--- config.mk ---
export PLATFORM = sky130hd
export DESIGN_NAME = pipeline_ctrl
export DESIGN_NICKNAME = d
export VERILOG_FILES = /design/src/rtl/pipeline_ctrl.sv
export SDC_FILE = /design/constraint.sdc
export NUM_CORES = 1
export LEC_CHECK = 0
export ABC_CLOCK_PERIOD_IN_PS = 4600
export CELL_PAD_IN_SITES_DETAIL_PLACEMENT = 1
export CELL_PAD_IN_SITES_GLOBAL_PLACEMENT = 2
export CORE_AREA = 2 2 84 86
export DETAILED_ROUTE_END_ITERATION = 16
export DIE_AREA = 0 0 86 88
export PLACE_DENSITY_LB_ADDON = 0.1
export SYNTH_ARGS = -nofsm -noshare
export SYNTH_HDL_FRONTEND = slang
export SYNTH_SLANG_ARGS = --single-unit
--- constraint.sdc ---
create_clock -name clk -period 4.6 [get_ports clk]
set_input_delay 0.92 -clock clk [delete_from_list [all_inputs] [get_ports clk]]
set_output_delay 0.92 -clock clk [all_outputs]
set_load 0.01 [all_outputs]
--- src/rtl/pipeline_ctrl.sv ---
// Global stall/flush sequencer for the five-stage RV32I pipeline.
// Optional performance counters are enabled by defining PIPE_CTRL_PERF_EN.
module pipeline_ctrl (
  input  logic        clk,
  input  logic        reset,
  input  logic        imem_resp,
  input  logic        mem_req,
  input  logic        dmem_resp,
  input  logic        ex_br_taken,
  input  logic        ex_is_load,
  input  logic [4:0]  ex_rd,
  input  logic [4:0]  id_rs1,
  input  logic [4:0]  id_rs2,
  input  logic        id_use_rs1,
  input  logic        id_use_rs2,
  output logic        imem_read,
  output logic        dmem_en,
  output logic        load_pc,
  output logic        load_if_id,
  output logic        load_id_ex,
  output logic        load_ex_mem,
  output logic        load_mem_wb,
  output logic        flush_if_id,
  output logic        bubble_id_ex,
  output logic [31:0] stall_cycles,
  output logic [31:0] bubble_count
);

  typedef enum logic [1:0] {INIT, RUN, WAIT} state_t;

  state_t state_q, state_d;
  logic   i_done_q, i_done_d;
  logic   d_done_q, d_done_d;
  logic   active, i_ok, d_ok, adv, hazard;

  // Sticky flags remember a completed side until the whole pipeline advances.
  assign active = (state_q != INIT);
  assign i_ok   = imem_resp | i_done_q;
  assign d_ok   = ~mem_req | dmem_resp | d_done_q;
  assign adv    = active & i_ok & d_ok;
  assign hazard = ex_is_load & (ex_rd != 5'd0) &
                  ((id_use_rs1 & (id_rs1 == ex_rd)) | (id_use_rs2 & (id_rs2 == ex_rd)));

  always_ff @(posedge clk or negedge reset) begin
    if (!reset) begin
      state_q  <= INIT;
      i_done_q <= 1'b0;
      d_done_q <= 1'b0;
    end else begin
      state_q  <= state_d;
      i_done_q <= i_done_d;
      d_done_q <= d_done_d;
    end
  end

  always_comb begin
    state_d  = state_q;
    i_done_d = i_done_q;
    d_done_d = d_done_q;
    case (state_q)
      INIT:    state_d = RUN;
      RUN:     state_d = adv ? RUN : WAIT;
      WAIT:    state_d = adv ? RUN : WAIT;
      default: state_d = INIT;
    endcase
    if (adv) begin
      i_done_d = 1'b0;
      d_done_d = 1'b0;
    end else if (active) begin
      i_done_d = i_done_q | imem_resp;
      d_done_d = d_done_q | (dmem_resp & mem_req);
    end
  end

  // Branch redirect outranks the load-use hazard: the hazard victim is squashed anyway.
  always_comb begin
    imem_read    = active & ~i_done_q;
    dmem_en      = active & mem_req & ~d_done_q;
    load_pc      = 1'b0;
    load_if_id   = 1'b0;
    load_id_ex   = 1'b0;
    load_ex_mem  = 1'b0;
    load_mem_wb  = 1'b0;
    flush_if_id  = 1'b0;
    bubble_id_ex = 1'b0;
    if (adv) begin
      load_id_ex  = 1'b1;
      load_ex_mem = 1'b1;
      load_mem_wb = 1'b1;
      if (ex_br_taken) begin
        load_pc      = 1'b1;
        load_if_id   = 1'b1;
        flush_if_id  = 1'b1;
        bubble_id_ex = 1'b1;
      end else if (hazard) begin
        bubble_id_ex = 1'b1;
      end else begin
        load_pc    = 1'b1;
        load_if_id = 1'b1;
      end
    end
  end

`ifdef PIPE_CTRL_PERF_EN
  logic [31:0] stall_cycles_q, stall_cycles_d;
  logic [31:0] bubble_count_q, bubble_count_d;

  always_ff @(posedge clk or negedge reset) begin
    if (!reset) begin
      stall_cycles_q <= 32'd0;
      bubble_count_q <= 32'd0;
    end else begin
      stall_cycles_q <= stall_cycles_d;
      bubble_count_q <= bubble_count_d;
    end
  end

  always_comb begin
    stall_cycles_d = stall_cycles_q;
    bubble_count_d = bubble_count_q;
    if (active && !adv) stall_cycles_d = stall_cycles_q + 32'd1;
    if (adv && bubble_id_ex) bubble_count_d = bubble_count_q + 32'd1;
  end

  assign stall_cycles = stall_cycles_q;
  assign bubble_count = bubble_count_q;
`else
  assign stall_cycles = 32'd0;
  assign bubble_count = 32'd0;
`endif

endmodule

# --- After elaboration in Yosys (flattened, before gate mapping) ---
# Index checks and enable logic that the tools add are counted.
totals:
  reg_bits: 4
  word_cells: 45
op_classes:
  eq_ne: 4
  mux: 15
  n_bitwise: 18
  reduce_logical: 5
op_table:
  columns: ["op", "count"]
  rows:
  - ["$mux 1", 13]
  - ["$and 1x1->1", 10]
  - ["$eq 5x5->1", 2]
  - ["$or 1x1->1", 5]
  - ["$reduce_bool 5->1", 1]
  - ["$pmux 2 s2", 1]
  - ["$reduce_bool 2->1", 2]
  - ["$not 1->1", 3]
  - ["$eq 2x1->1 const B", 1]
  - ["$eq 2x2->1 const B", 1]
  - ["$logic_not 2->1", 1]
  - ["$mux 2", 1]
  - ["$reduce_or 2->1", 1]

# --- Depth between registers and ports, before layout ---
# Gate-level depths: netlist (run 1).
logic_depth:
  depth_word: 7
  mapped_depth: 5
  mapped_depth_nobuf: 5

# --- Worst setup path after synthesis (run 1) ---
# OpenSTA, ideal clock, no wires.
synth_path:
  kind: "input to output"
  from: "input port ex_rd[3]"
  to: "output port load_pc"
  arrival_time_ns: 1.939
  t_required_ns: 3.680
  slack_ns: 1.741
  stages: 5
  path_buffers: 1
  path_cell_list: "xor2_1 -> nor4_2 -> a32oi_1 -> o31a_1 -> buf_4"
synth_between:
  elab_chain_len: 7
  word_cells_on_any_way: 11
  cone_classes: "2 x eq/ne; 3 x mux; 5 x bitwise; 1 x reduce/logical"
synth_rtl:
  columns: ["element", "line_no", "rtl"]
  rows:
  - ["from (decl)", "11", "input logic [4:0] ex_rd,"]
  - ["$eq 5x5->1", "42", "((id_use_rs1 & (id_rs1 == ex_rd)) | (id_use_rs2 & (id_rs2 == ex_rd)));"]
  - ["$and 1x1->1", "42", null]
  - ["$or 1x1->1", "42", null]
  - ["$and 1x1->1 (*)", "41", "assign hazard = ex_is_load & (ex_rd != 5'd0) &"]
  - ["$mux 1 (*) (3 in a row)", null, null]
  - ["to (decl)", "18", "output logic load_pc,"]
# Mark *: on every way between the ends. The rest lies on a longest branch, timed or not.

# --- Worst setup path in the final report (run 1) ---
layout_path:
  from: "input port mem_req"
  to: "output port bubble_id_ex"
layout_between:
  elab_chain_len: 5
layout_rtl:
  columns: ["element", "line_no", "rtl"]
  rows:
  - ["from (decl)", "7", "input logic mem_req,"]
  - ["$not 1->1", "39", "assign d_ok = ~mem_req | dmem_resp | d_done_q;"]
  - ["$or 1x1->1 (2 in a row)", "39", null]
  - ["$and 1x1->1", "40", "assign adv = active & i_ok & d_ok;"]
  - ["$mux 1", "86", "if (adv) begin"]
  - ["to (decl)", "24", "output logic bubble_id_ex,"]
# No other way between the ends.

==> metrics.txt, run 1 <==
# TYPE chip_impl_metric gauge
chip_impl_metric{name="io_buffer_count",unit=""} 32
chip_impl_info{name="failed_checks",value="DRC"} 1
chip_impl_metric{name="final_layout_size_suffix_gt1_share",unit="%"} 4.23
chip_impl_metric{name="clock_path_buffers",unit=""} 2
chip_impl_metric{name="detailedRoute.firstPassIterationCount",unit=""} 9
chip_impl_metric{name="area_growth",unit="%"} 21.7
chip_impl_metric{name="cellLeakagePower",unit="nW"} 0.513
chip_impl_metric{name="worst-slew-pin-transition",unit="ns"} 0.525
chip_impl_metric{name="routed_wire_length_per_instance",unit="um"} 8.33
chip_impl_metric{name="report.final.hold_viol_count",unit=""} 0
chip_impl_metric{name="whs",unit="ns"} 0.538
chip_impl_metric{name="relSlewSlack",unit="%"} 64.8
chip_impl_metric{name="hpwlAfterDp",unit="um"} 1760
chip_impl_metric{name="skew",unit="ns"} 0.000595
chip_impl_metric{name="tritoncts.num_buffers",unit=""} 3
chip_impl_metric{name="placement.setup.worst_slack",unit="ns"} 0.779
chip_impl_metric{name="grt_start_max_net_pins",unit=""} 9
chip_impl_metric{name="post_synth_instance_area",unit="sq um"} 898
chip_impl_metric{name="grt.met3_usage",unit="%"} 4.15
chip_impl_metric{name="synth_fa_ha_area_share",unit="%"} 4.18
chip_impl_info{name="min_path_type",value="reg2reg"} 1
chip_impl_metric{name="compound_gate_portion_of_the_synthesized_area",unit="%"} 5.99
chip_impl_metric{name="die_area",unit="sq um"} 7570
chip_impl_metric{name="grt-ovfl-total",unit=""} 0
chip_impl_metric{name="num_vias",unit=""} 625
chip_impl_metric{name="cellPowerDensity",unit="nW/um^2"} 362
chip_impl_metric{name="postSynthAreaPerCell",unit="sq um"} 8.09
chip_impl_metric{name="power.total",unit="mW"} 0.396
chip_impl_metric{name="initial_utilization",unit="%"} 13.5
chip_impl_metric{name="synth_sequential_area_ratio",unit="%"} 11.1
chip_impl_info{name="worstSetupPathType",value="in2out"} 1
chip_impl_metric{name="finalWorstSetupSlack",unit="ns"} 0.810
chip_impl_metric{name="crit_arrival",unit="ns"} 2.87
chip_impl_metric{name="insertion_delay",unit="ns"} 0.21
chip_impl_metric{name="synthDistinctLibCells",unit=""} 23
chip_impl_metric{name="number_of_remaining_drc_errors",unit=""} 1
chip_impl_metric{name="rows",unit=""} 30
chip_impl_metric{name="worst_ep_required_time",unit="ns"} 3.68
chip_impl_metric{name="pin_count",unit=""} 97
chip_impl_metric{name="max-vdd-ir-drop",unit="uV"} 100
chip_impl_metric{name="muxShareOfSynthArea",unit="%"} 0
chip_impl_metric{name="finalCriticalPeriod",unit="ns"} 3.79
chip_impl_metric{name="vias_in_the_first_global_route",unit=""} 542
chip_impl_info{name="critical_path.endpoint_type",value="primary output"} 1
chip_impl_metric{name="final-seq-area",unit="sq um"} 100
chip_impl_metric{name="count_of_final_max_slew_check_failures",unit=""} 0
chip_impl_info{name="cts_root_buffer",value="clkbuf_8"} 1
chip_impl_metric{name="gpl.final_weighted_congestion",unit=""} 0.693
chip_impl_metric{name="drt_iter0_drc",unit=""} 10
chip_impl_metric{name="synth-simple-area-share",unit="%"} 11.3
chip_impl_info{name="tritoncts",value="built"} 1
chip_impl_metric{name="timing.max_cap.violations",unit=""} 0
chip_impl_metric{name="postCtsHoldBufs",unit=""} 0
chip_impl_metric{name="final_nets",unit=""} 171
chip_impl_info{name="critical_path.startpoint_type",value="input pin"} 1
chip_impl_metric{name="final_sum_of_negative_setup_slack",unit="ns"} 0
chip_impl_metric{name="finalCoreUtilization",unit="%"} 16.5
chip_impl_metric{name="critPathMaxFanout",unit=""} 8
chip_impl_metric{name="timing.fmax",unit="GHz"} 0.264
chip_impl_info{name="synth_top_family_by_area",value="buffers and inverters"} 1
chip_impl_metric{name="post_cts.resized_instances",unit=""} 0
chip_impl_metric{name="grt_antenna_before_repair",unit=""} 0
chip_impl_metric{name="finalSetupViolations",unit=""} 0
chip_impl_metric{name="post_cts_buffers",unit=""} 0
chip_impl_metric{name="gr-usage-met1",unit="%"} 3.54
chip_impl_metric{name="placeableCoreArea",unit="sq um"} 6640
chip_impl_metric{name="grt_util_all_layers",unit="%"} 4.40
chip_impl_metric{name="global_route_wire_length_before_repair",unit="um"} 2500
chip_impl_metric{name="multi_input_comb_area",unit="sq um"} 520
chip_impl_metric{name="floorplan.die.width",unit="um"} 86
chip_impl_metric{name="synth.ff_latch_count",unit=""} 4
chip_impl_metric{name="cts.sink_count",unit=""} 4
chip_impl_info{name="run_status",value="finished with violations"} 1
chip_impl_metric{name="die_h",unit="um"} 88
chip_impl_metric{name="num-fill-cells",unit=""} 814
chip_impl_info{name="top_usage_layer",value="met2"} 1
chip_impl_metric{name="viasPerCell",unit=""} 2.82
chip_impl_metric{name="cts.clk_slew.worst_paths",unit="ns"} 0.03
chip_impl_metric{name="synth_xor_area_share",unit="%"} 9.75
chip_impl_metric{name="synth.yosys.warnings",unit=""} 0
chip_impl_metric{name="netlist_instances",unit=""} 111
chip_impl_metric{name="cts_max_level",unit=""} 1
chip_impl_metric{name="n_antenna_cell",unit=""} 0
chip_impl_metric{name="portion_of_the_clock_cycle_consumed_by_the_worst_path_in_the_final_layout",unit="%"} 82.4
chip_impl_info{name="rsz_0062_raised_after_global_routing",value="false"} 1
chip_impl_metric{name="grt_util_met2",unit="%"} 8.10
chip_impl_metric{name="postRouteAntennaNets",unit=""} 0
chip_impl_metric{name="post_detailed_routing_wire_length",unit="um"} 1850
[synthesized netlist by cell type]
| cell type | n | share of area [%] |
|---|---|---|
| conb_1 | 1 | 0.42 |
| nor4_2 | 1 | 1.4 |
| a32oi_1 | 1 | 0.98 |
| a21oi_1 | 2 | 1.1 |
| a31oi_1 | 1 | 0.70 |
| o31a_1 | 1 | 0.98 |
| nor3_2 | 1 | 1.1 |
| nor4_1 | 2 | 1.4 |
| nor3b_1 | 2 | 1.7 |
| o21ai_1 | 1 | 0.56 |
| and2_0 | 1 | 0.70 |
| nor3b_2 | 1 | 1.4 |
| and2_1 | 1 | 0.70 |
| xor2_1 | 8 | 7.8 |
| nor2_1 | 5 | 2.1 |
| or4_1 | 1 | 0.84 |
| ha_1 | 3 | 4.2 |
| inv_1 | 3 | 1.3 |
| dfrtp_1 | 4 | 11 |
| o21bai_1 | 1 | 0.84 |
| o211ai_1 | 1 | 0.84 |
| xnor2_1 | 2 | 2.0 |
| buf_4 | 67 | 56 |
[report_power, final]
part           leakage, nW  internal (mW)  total, mW  switching (mW)
clock               0.0216         0.0555     0.0704          0.0149
combinational        0.442          0.129      0.260           0.131
sequential          0.0488         0.0534     0.0661          0.0127
[cell usage in the layout, fill, tap and decap left out, types with 2 or more instances in the layout]
master and instances:
xnor2_1 2, conb_1 64, nor2_1 5, nor4_1 2
xor2_1 8, ha_1 3, nor3b_1 2, a21oi_1 2
dfrtp_1 4, clkdlybuf4s50_1 32, inv_1 3, clkbuf_8 3
[area by class of cell]
type | count | share of cell area, %
Multi-Input combinational cell | 100 | 47.6
Timing Repair Buffer | 32 | 29.3
Sequential cell | 4 | 9.15
Tap cell | 80 | 9.15
Clock buffer | 3 | 3.78
Inverter | 3 | 1.03
[per-stage QoR]
stage / std cells / cell area (sq um)
detailed placement: 219 / 1050
finish: 222 / 1090
global route: 222 / 1090
CTS: 222 / 1090
global placement: 219 / 1050
floorplan: 174 / 1130
[flip-flops by register name, indices dropped and copies added, names as in the netlist]
register	count
d_done_q	1
i_done_q	1
state_q	2
[worst max-delay path, stage by stage]
cell and delay, ns:
clkdlybuf4s50_1 0.43, nor3b_2 0.18, nor3_2 0.45, and2_1 0.22
o21bai_1 0.10, clkdlybuf4s50_1 0.57
[worst paths after layout]
check	cells after the start	to	slack (ns)	startpoint
setup / recovery	6	bubble_id_ex	0.81	mem_req
hold / removal	2	i_done_q$_DFFE_PN0P_	0.54	i_done_q$_DFFE_PN0P_
setup reg to reg	5	state_q[0]$_DFF_PN0_	3.12	state_q[0]$_DFF_PN0_
hold reg to reg	2	i_done_q$_DFFE_PN0P_	0.54	i_done_q$_DFFE_PN0P_
max in group asynchronous	1	state_q[1]$_DFF_PN0_	3.51	reset
min in group asynchronous	1	d_done_q$_DFFE_PN0P_	0.92	reset
[logic make-up after synthesis]
family | after synthesis
simple gates | 15
compound gates | 8
other cells | 1
fa+ha+maj | 3
flops | 4
xor+xnor | 10
buf+inv | 70
[metal layers]
| metal | vias to the layer above | wire length [um] | share of wire (%) |
|---|---|---|---|
| met5 | - | 0 | 0 |
| met4 | 0 | 0 | 0 |
| met3 | 0 | 379 | 20 |
| met2 | 64 | 928 | 50 |
| met1 | 274 | 541 | 29 |
| li1 | 287 | - | - |
(Power assumes the default switching activity.)
==> inputs of run 2 (changes only) <==
Settings changed: ABC_CLOCK_PERIOD_IN_PS 4600 to 3530, CORE_AREA 2 2 84 86 to 2 2 87 89, DIE_AREA 0 0 86 88 to 0 0 89 91.
Clock period 4.6 ns to 3.53 ns, I/O delays scaled along.
==> run 2 against run 1 <==
  * Highest routed layer unchanged
  * Clock power increased by 36%
  * Worst hold slack gained 0.017 ns
  * Largest power group unchanged
  * Sequential power up 29%
  * The run now ends clean
==> metrics.txt, run 2 (synthesized netlist as in run 1, its figures left out) <==
# TYPE chip_impl_metric gauge
chip_impl_info{name="layout_commonest_cell",value="conb_1"} 1
chip_impl_metric{name="post_cts_buffers",unit=""} 0
chip_impl_metric{name="detailedRoute.firstPassIterationCount",unit=""} 2
chip_impl_metric{name="final-seq-area",unit="sq um"} 100
chip_impl_metric{name="reg2regPathDepth",unit=""} 4
chip_impl_metric{name="power.total",unit="mW"} 0.542
chip_impl_metric{name="finalSetupViolations",unit=""} 0
chip_impl_metric{name="pin_count",unit=""} 97
chip_impl_metric{name="routed_wire_length_per_instance",unit="um"} 7.93
chip_impl_metric{name="postCtsHoldBufs",unit=""} 0
chip_impl_metric{name="grt_util_met2",unit="%"} 8.71
chip_impl_metric{name="drt_iter0_drc",unit=""} 3
chip_impl_metric{name="clock_path_buffers",unit=""} 2
chip_impl_info{name="rsz_0062_raised_after_global_routing",value="false"} 1
chip_impl_metric{name="floorplan.die.width",unit="um"} 89
chip_impl_metric{name="final_area",unit="sq um"} 1140
chip_impl_metric{name="placeableCoreArea",unit="sq um"} 7140
chip_impl_metric{name="finalWorstSetupSlack",unit="ns"} 0.194
chip_impl_metric{name="grt-ovfl-total",unit=""} 0
chip_impl_info{name="run_status",value="finished, final reports clean"} 1
chip_impl_metric{name="timing.critical_path.slowest_cell_delay",unit="ns"} 0.60
chip_impl_metric{name="final_nets",unit=""} 174
chip_impl_info{name="path_cells",value="clkdlybuf4s50_1 -> or4_1 -> o21ai_1 -> o31a_1 -> clkdlybuf4s50_1"} 1
chip_impl_metric{name="timing.max_cap.violations",unit=""} 0
chip_impl_metric{name="final_sum_of_negative_setup_slack",unit="ns"} 0
chip_impl_info{name="reg_top3",value="state_q x2, d_done_q x1, i_done_q x1"} 1
chip_impl_metric{name="critPathMaxFanout",unit=""} 3
chip_impl_metric{name="timing.fmax",unit="GHz"} 0.300
chip_impl_metric{name="cts.clk_slew.worst_paths",unit="ns"} 0.03
chip_impl_metric{name="tritoncts.num_buffers",unit=""} 3
chip_impl_metric{name="n_antenna_cell",unit=""} 0
chip_impl_metric{name="finalCoreUtilization",unit="%"} 16.0
chip_impl_metric{name="portion_of_the_clock_cycle_consumed_by_the_worst_path_in_the_final_layout",unit="%"} 94.5
chip_impl_info{name="critical_path.most_common_cell",value="clkdlybuf4s50_1"} 1
chip_impl_info{name="min_path_type",value="reg2reg"} 1
chip_impl_info{name="critical_path.endpoint_type",value="primary output"} 1
chip_impl_info{name="mostFrequentLayoutCells",value="64 x conb_1, 32 x clkdlybuf4s50_1, 8 x xor2_1"} 1
chip_impl_info{name="critPathSlowestCell",value="or4_1"} 1
chip_impl_metric{name="report.final.hold_viol_count",unit=""} 0
chip_impl_metric{name="vias_in_the_first_global_route",unit=""} 625
chip_impl_metric{name="worst_ep_required_time",unit="ns"} 2.82
chip_impl_metric{name="post_detailed_routing_wire_length",unit="um"} 1930
chip_impl_info{name="cp_top_family",value="buffers and inverters"} 1
chip_impl_metric{name="postRouteAntennaNets",unit=""} 0
chip_impl_info{name="tritoncts",value="built"} 1
chip_impl_metric{name="cts_max_level",unit=""} 1
chip_impl_metric{name="finalCriticalPeriod",unit="ns"} 3.34
chip_impl_metric{name="global_route_wire_length_before_repair",unit="um"} 2860
chip_impl_metric{name="initial_utilization",unit="%"} 12.6
chip_impl_metric{name="die_h",unit="um"} 91
chip_impl_metric{name="crit_arrival",unit="ns"} 2.63
chip_impl_metric{name="multi_input_comb_area",unit="sq um"} 520
chip_impl_metric{name="largest_register_ffs",unit=""} 2
chip_impl_metric{name="post_dp_cell_area",unit="sq um"} 1100
chip_impl_metric{name="insertion_delay",unit="ns"} 0.21
chip_impl_info{name="worstSetupPathType",value="in2out"} 1
chip_impl_metric{name="num_vias",unit=""} 634
chip_impl_metric{name="hpwlAfterDp",unit="um"} 1820
chip_impl_metric{name="final_layout_size_suffix_gt1_share",unit="%"} 6.21
chip_impl_metric{name="worstPathBufferInverterCount",unit=""} 2
chip_impl_metric{name="cp.depth",unit=""} 5
chip_impl_metric{name="skew",unit="ns"} 0.00178
chip_impl_metric{name="grt.met3_usage",unit="%"} 2.45
chip_impl_metric{name="worst_hold_path_depth",unit=""} 2
chip_impl_metric{name="post_cts.resized_instances",unit=""} 0
chip_impl_metric{name="number_of_remaining_drc_errors",unit=""} 0
chip_impl_metric{name="placement.setup.worst_slack",unit="ns"} 0.169
chip_impl_metric{name="die_area",unit="sq um"} 8100
chip_impl_metric{name="rows",unit=""} 31
chip_impl_metric{name="gr-usage-met1",unit="%"} 3.89
chip_impl_metric{name="gpl.final_weighted_congestion",unit=""} 0.719
chip_impl_metric{name="area_growth",unit="%"} 26.9
chip_impl_metric{name="grt_start_max_net_pins",unit=""} 6
chip_impl_info{name="registers.top_by_ff_count",value="state_q"} 1
chip_impl_info{name="top_usage_layer",value="met2"} 1
chip_impl_metric{name="cellPowerDensity",unit="nW/um^2"} 475
chip_impl_metric{name="viasPerCell",unit=""} 2.60
chip_impl_info{name="cts_root_buffer",value="clkbuf_8"} 1
chip_impl_metric{name="num-fill-cells",unit=""} 892
chip_impl_metric{name="grt_antenna_before_repair",unit=""} 0
chip_impl_metric{name="cellLeakagePower",unit="nW"} 0.527
chip_impl_metric{name="max-vdd-ir-drop",unit="uV"} 99.1
chip_impl_info{name="critical_path.startpoint_type",value="input pin"} 1
chip_impl_metric{name="io_buffer_count",unit=""} 32
chip_impl_metric{name="grt_util_all_layers",unit="%"} 4.40
chip_impl_metric{name="cts.sink_count",unit=""} 4
chip_impl_metric{name="count_of_final_max_slew_check_failures",unit=""} 0
## run 2: metal layers
layer  wire [um]  vias to the layer above
li1            -                      294
met1         563                      285
met2        1040                       55
met3         331                        0
met4           0                        0
met5           0                        -
## run 2: path summary, 6_finish.rpt
check                                        to                 start  slack [ns]
max                                     load_pc              ex_rd[1]        0.19
min                        d_done_q$_DFFE_PN0P_  d_done_q$_DFFE_PN0P_        0.55
max reg2reg                i_done_q$_DFFE_PN0P_  state_q[0]$_DFF_PN0_        2.21
min reg2reg                d_done_q$_DFFE_PN0P_  d_done_q$_DFFE_PN0P_        0.55
max in group asynchronous  state_q[0]$_DFF_PN0_                 reset        2.65
min in group asynchronous  i_done_q$_DFFE_PN0P_                 reset        0.70
## run 2: layout make-up
| class | count | area share [%] |
|---|---|---|
| multi-input combinational | 100 | 45.7 |
| inverter | 3 | 0.988 |
| clock buffer | 3 | 3.62 |
| sequential | 4 | 8.78 |
| tap | 99 | 10.9 |
| timing repair buffer | 35 | 30.1 |
## run 2: power breakdown
group          total [mW]  switching, mW  internal, mW
Sequential         0.0853         0.0158        0.0695
Clock              0.0955         0.0228        0.0726
Combinational       0.361          0.176         0.185
## run 2: tightest hold or removal path, cell delays in order, from the launching register on
cell     delay [ns]
dfrtp_1        0.37
a31oi_1        0.06
nor2_1         0.08
## run 2: per-stage QoR
stage          hold WS (ns)  std cells
2_1_floorplan         0.410        174
4_1_cts               0.562        244
5_1_grt               0.590        244
3_3_place_gp          0.527        241
3_5_place_dp          0.544        241
6_report              0.555        244
==> inputs of run 3 (changes only) <==
Settings changed: ABC_AREA from default to 1, CORE_AREA 2 2 87 89 to 2 2 91 93, DIE_AREA 0 0 89 91 to 0 0 93 95.
==> run 3 against run 2 <==
  * Cell count grew 22%
  * First-iteration DRC count grew 100%
  * Fmax grew 6.6%
  * Clock skew shrank 0.0011 ns
  * Setup slack gained 0.21 ns
  * Critical path type unchanged
  * Synthesized cell count grew 45%
  * Synthesized area grew 11%
  * Non-clock buffer count shrank 3
  * Critical path depth grew 5
==> metrics.txt, run 3 <==
# TYPE chip_impl_metric gauge
chip_impl_info{name="run_status",value="finished, final reports clean"} 1
chip_impl_metric{name="cts.sink_count",unit=""} 4
chip_impl_metric{name="post_layout_nonfiller_instances",unit=""} 297
chip_impl_info{name="hp-start",value="i_done_q$_DFFE_PN0P_"} 1
chip_impl_metric{name="synth_enable_flop_cells",unit=""} 0
chip_impl_metric{name="combPwrFrac",unit="%"} 66.8
chip_impl_metric{name="finalSetupViolations",unit=""} 0
chip_impl_metric{name="synth_async_sr_flop_share",unit="%"} 100
chip_impl_info{name="cts_root_buffer",value="clkbuf_8"} 1
chip_impl_metric{name="insertion_delay",unit="ns"} 0.22
chip_impl_metric{name="power_switching_share",unit="%"} 42.7
chip_impl_metric{name="final_layout_size_suffix_gt1_share",unit="%"} 6.77
chip_impl_metric{name="cellPowerDensity",unit="nW/um^2"} 443
chip_impl_info{name="registers.top_by_ff_count",value="state_q"} 1
chip_impl_metric{name="viasPerCell",unit=""} 2.71
chip_impl_info{name="worstSetupPathType",value="in2out"} 1
chip_impl_metric{name="synthDistinctLibCells",unit=""} 19
chip_impl_metric{name="hpwlAfterDp",unit="um"} 2090
chip_impl_metric{name="post_cts.resized_instances",unit=""} 0
chip_impl_metric{name="rows",unit=""} 33
chip_impl_metric{name="detailedRoute.firstPassIterationCount",unit=""} 2
chip_impl_metric{name="postCtsHoldBufs",unit=""} 0
chip_impl_metric{name="pwr-share-clk",unit="%"} 17.7
chip_impl_metric{name="report.final.hold_viol_count",unit=""} 0
chip_impl_metric{name="die_area",unit="sq um"} 8840
chip_impl_metric{name="final_sum_of_negative_setup_slack",unit="ns"} 0
chip_impl_metric{name="synth.ff_latch_count",unit=""} 4
chip_impl_metric{name="net-switching-power",unit="mW"} 0.232
chip_impl_metric{name="cts.clk_slew.worst_paths",unit="ns"} 0.03
chip_impl_metric{name="post_cts_buffers",unit=""} 0
chip_impl_metric{name="grt-ovfl-total",unit=""} 0
chip_impl_metric{name="muxShareOfSynthArea",unit="%"} 0
chip_impl_metric{name="gpl.final_weighted_congestion",unit=""} 0.614
chip_impl_metric{name="postSynthAreaPerCell",unit="sq um"} 6.21
chip_impl_metric{name="num_vias",unit=""} 806
chip_impl_metric{name="post_synth_instance_area",unit="sq um"} 1000
chip_impl_metric{name="largest_register_ffs",unit=""} 2
chip_impl_metric{name="cellInternalPower",unit="mW"} 0.312
chip_impl_info{name="critPathSlowestCell",value="clkdlybuf4s50_1"} 1
chip_impl_info{name="critical_path.startpoint_type",value="input pin"} 1
chip_impl_info{name="tritoncts",value="built"} 1
chip_impl_metric{name="cp.depth",unit=""} 10
chip_impl_info{name="most_common_library_cells_after_synthesis",value="67 x buf_4, 36 x nand2_1, 18 x inv_1, 12 x nor2_1, 6 x inv_2"} 1
chip_impl_metric{name="worst_ep_required_time",unit="ns"} 2.82
chip_impl_metric{name="final_area",unit="sq um"} 1230
chip_impl_metric{name="placement.setup.worst_slack",unit="ns"} 0.362
chip_impl_metric{name="synth.yosys.warnings",unit=""} 0
chip_impl_metric{name="timing.critical_path.slowest_cell_delay",unit="ns"} 0.54
chip_impl_metric{name="netlist_instances",unit=""} 161
chip_impl_metric{name="num-fill-cells",unit=""} 1022
chip_impl_metric{name="io_buffer_count",unit=""} 32
chip_impl_info{name="min_path_type",value="reg2reg"} 1
chip_impl_metric{name="drt_iter0_drc",unit=""} 6
chip_impl_info{name="synth_top_family_by_area",value="buffers and inverters"} 1
chip_impl_info{name="worstSetupStartpoint",value="ex_rd[4]"} 1
chip_impl_metric{name="timing.fmax",unit="GHz"} 0.320
chip_impl_metric{name="finalCoreUtilization",unit="%"} 15.5
chip_impl_metric{name="grt_antenna_before_repair",unit=""} 0
chip_impl_metric{name="post_detailed_routing_wire_length",unit="um"} 2220
chip_impl_metric{name="dpl.cell_count",unit=""} 294
chip_impl_metric{name="tritoncts.num_buffers",unit=""} 3
chip_impl_metric{name="timing.max_cap.violations",unit=""} 0
chip_impl_metric{name="area_growth",unit="%"} 22.7
chip_impl_metric{name="crit_arrival",unit="ns"} 2.42
chip_impl_metric{name="synth_sequential_area_ratio",unit="%"} 10.0
chip_impl_info{name="yosys.cell_count.top_type",value="buf_4"} 1
chip_impl_info{name="rsz_0062_raised_after_global_routing",value="false"} 1
chip_impl_metric{name="compound_gate_portion_of_the_synthesized_area",unit="%"} 3.50
chip_impl_info{name="startpoint_of_the_worst_slack_reg_to_reg_timing_path",value="state_q[0]$_DFF_PN0_"} 1
chip_impl_info{name="layout_commonest_cell",value="conb_1"} 1
chip_impl_metric{name="synth_top_area_share",unit="%"} 50.3
chip_impl_metric{name="worstPathBufferInverterCount",unit=""} 3
chip_impl_metric{name="grt_start_max_net_pins",unit=""} 10
chip_impl_metric{name="number_of_remaining_drc_errors",unit=""} 0
chip_impl_metric{name="initial_utilization",unit="%"} 12.6
chip_impl_info{name="reg_top3",value="state_q x2, d_done_q x1, i_done_q x1"} 1
chip_impl_metric{name="pin_count",unit=""} 97
chip_impl_metric{name="worst_hold_path_depth",unit=""} 2
chip_impl_metric{name="placeableCoreArea",unit="sq um"} 7930
chip_impl_info{name="post-synth-top-area-cell",value="buf_4"} 1
chip_impl_metric{name="post_dp_cell_area",unit="sq um"} 1180
chip_impl_info{name="critical_path.endpoint_type",value="primary output"} 1
chip_impl_metric{name="global_route_wire_length_before_repair",unit="um"} 3260
chip_impl_info{name="critical_path.most_common_cell",value="nand2_1"} 1
chip_impl_metric{name="clock_path_buffers",unit=""} 2
chip_impl_metric{name="final_nets",unit=""} 221
chip_impl_metric{name="cellLeakagePower",unit="nW"} 0.694
chip_impl_metric{name="share_seq_of_total_power",unit="%"} 15.5
chip_impl_info{name="path_cells",value="clkdlybuf4s50_1 -> inv_2 -> nand2_2 -> nand2_1 -> nor2_1 -> nand3_1 -> nand2_1 -> nand3_1 -> nand2_1 -> clkdlybuf4s50_1"} 1
chip_impl_metric{name="finalWorstSetupSlack",unit="ns"} 0.401
chip_impl_metric{name="synth-simple-area-share",unit="%"} 23.0
chip_impl_metric{name="synth_xor_area_share",unit="%"} 0
chip_impl_metric{name="cts_max_level",unit=""} 1
chip_impl_metric{name="floorplan.die.width",unit="um"} 93
chip_impl_info{name="ys.flop_type",value="dfrtp_1"} 1
chip_impl_metric{name="grt_util_all_layers",unit="%"} 4.71
chip_impl_metric{name="portion_of_the_clock_cycle_consumed_by_the_worst_path_in_the_final_layout",unit="%"} 88.6
chip_impl_info{name="mostFrequentLayoutCells",value="64 x conb_1, 36 x nand2_1, 32 x clkdlybuf4s50_1"} 1
chip_impl_metric{name="critPathMaxFanout",unit=""} 4
chip_impl_metric{name="postRouteAntennaNets",unit=""} 0
chip_impl_info{name="cp_top_family",value="buffers and inverters"} 1
chip_impl_info{name="synth.area.top_cells",value="buf_4 50%, nand2_1 14%, dfrtp_1 10%"} 1
chip_impl_metric{name="routed_wire_length_per_instance",unit="um"} 7.48
chip_impl_metric{name="skew",unit="ns"} 0.000714
chip_impl_metric{name="finalCriticalPeriod",unit="ns"} 3.13
chip_impl_metric{name="max-vdd-ir-drop",unit="uV"} 88.7
chip_impl_metric{name="n_antenna_cell",unit=""} 0
chip_impl_metric{name="reg2regPathDepth",unit=""} 8
chip_impl_metric{name="count_of_final_max_slew_check_failures",unit=""} 0
chip_impl_metric{name="vias_in_the_first_global_route",unit=""} 713
chip_impl_metric{name="synth_fa_ha_area_share",unit="%"} 3.75
chip_impl_metric{name="die_h",unit="um"} 95
run 3: changes by cell type in the layout (fill, tap and decap cells not counted), moves of 3 or more:
cell and delta:
inv_1 +15, inv_2 +6, buf_4 -3, nand3_1 +3, nor2_1 +7, nand2_1 +36, xor2_1 -8
run 3: cells by family after synthesis:
family | count (synthesis)
other | 1
AND/OR/NAND/NOR | 56
flip-flops | 4
AO/OA/AOI/OAI | 6
buffers and inverters | 91
adder cells (fa/ha/maj) | 3
run 3: layout make-up:
class                           count  area (sq um)  area share (%)
Multi-Input combinational cell    129           543            44.3
Inverter                           24          90.1            7.35
Tap cell                          105           131            10.7
Clock buffer                        3          41.3            3.37
Timing Repair Buffer               32           320            26.1
Sequential cell                     4           100            8.16
run 3: per-layer routing:
layer	vias up	track usage, %	share of wire (%)
li1	407	-	-
met1	347	5.36	37
met2	50	8.45	52
met3	2	1.92	11
met4	0	0.735	0.54
met5	-	0	0
run 3: path summary, 6_finish.rpt:
path | end | slack [ns]
worst max-delay path | bubble_id_ex | 0.40
worst min-delay path | i_done_q$_DFFE_PN0P_ | 0.55
worst max register to register | i_done_q$_DFFE_PN0P_ | 2.11
worst min register to register | i_done_q$_DFFE_PN0P_ | 0.55
max in group asynchronous | state_q[0]$_DFF_PN0_ | 2.63
min in group asynchronous | state_q[1]$_DFF_PN0_ | 0.71
run 3: worst register-to-register path: stages, from the launching register on:
cell and delay (ns):
dfrtp_1 0.35, inv_1 0.07, ha_1 0.23, inv_1 0.11
o21ai_2 0.08, nor2_4 0.24, nor3_1 0.07, a21oi_1 0.12
inv_1 0.05
run 3: power by group through the flow:
stage | Sequential (mW) | Clock [mW] | Combinational [mW]
global route | 0.0869 | 0.106 | 0.411
global placement | 0.0827 | 0 | 0.368
detailed placement | 0.0852 | 0 | 0.369
floorplan | 0.0807 | 0 | 0.280
CTS | 0.0852 | 0.100 | 0.370
finish | 0.0843 | 0.0962 | 0.363
run 3: through the flow:
| step | total power, mW | hold slack [ns] |
|---|---|---|
| 2_1_floorplan | 0.361 | 0.410 |
| 3_3_place_gp | 0.450 | 0.547 |
| 3_5_place_dp | 0.454 | 0.551 |
| 4_1_cts | 0.556 | 0.558 |
| 5_1_grt | 0.603 | 0.576 |
| 6_report | 0.543 | 0.553 |
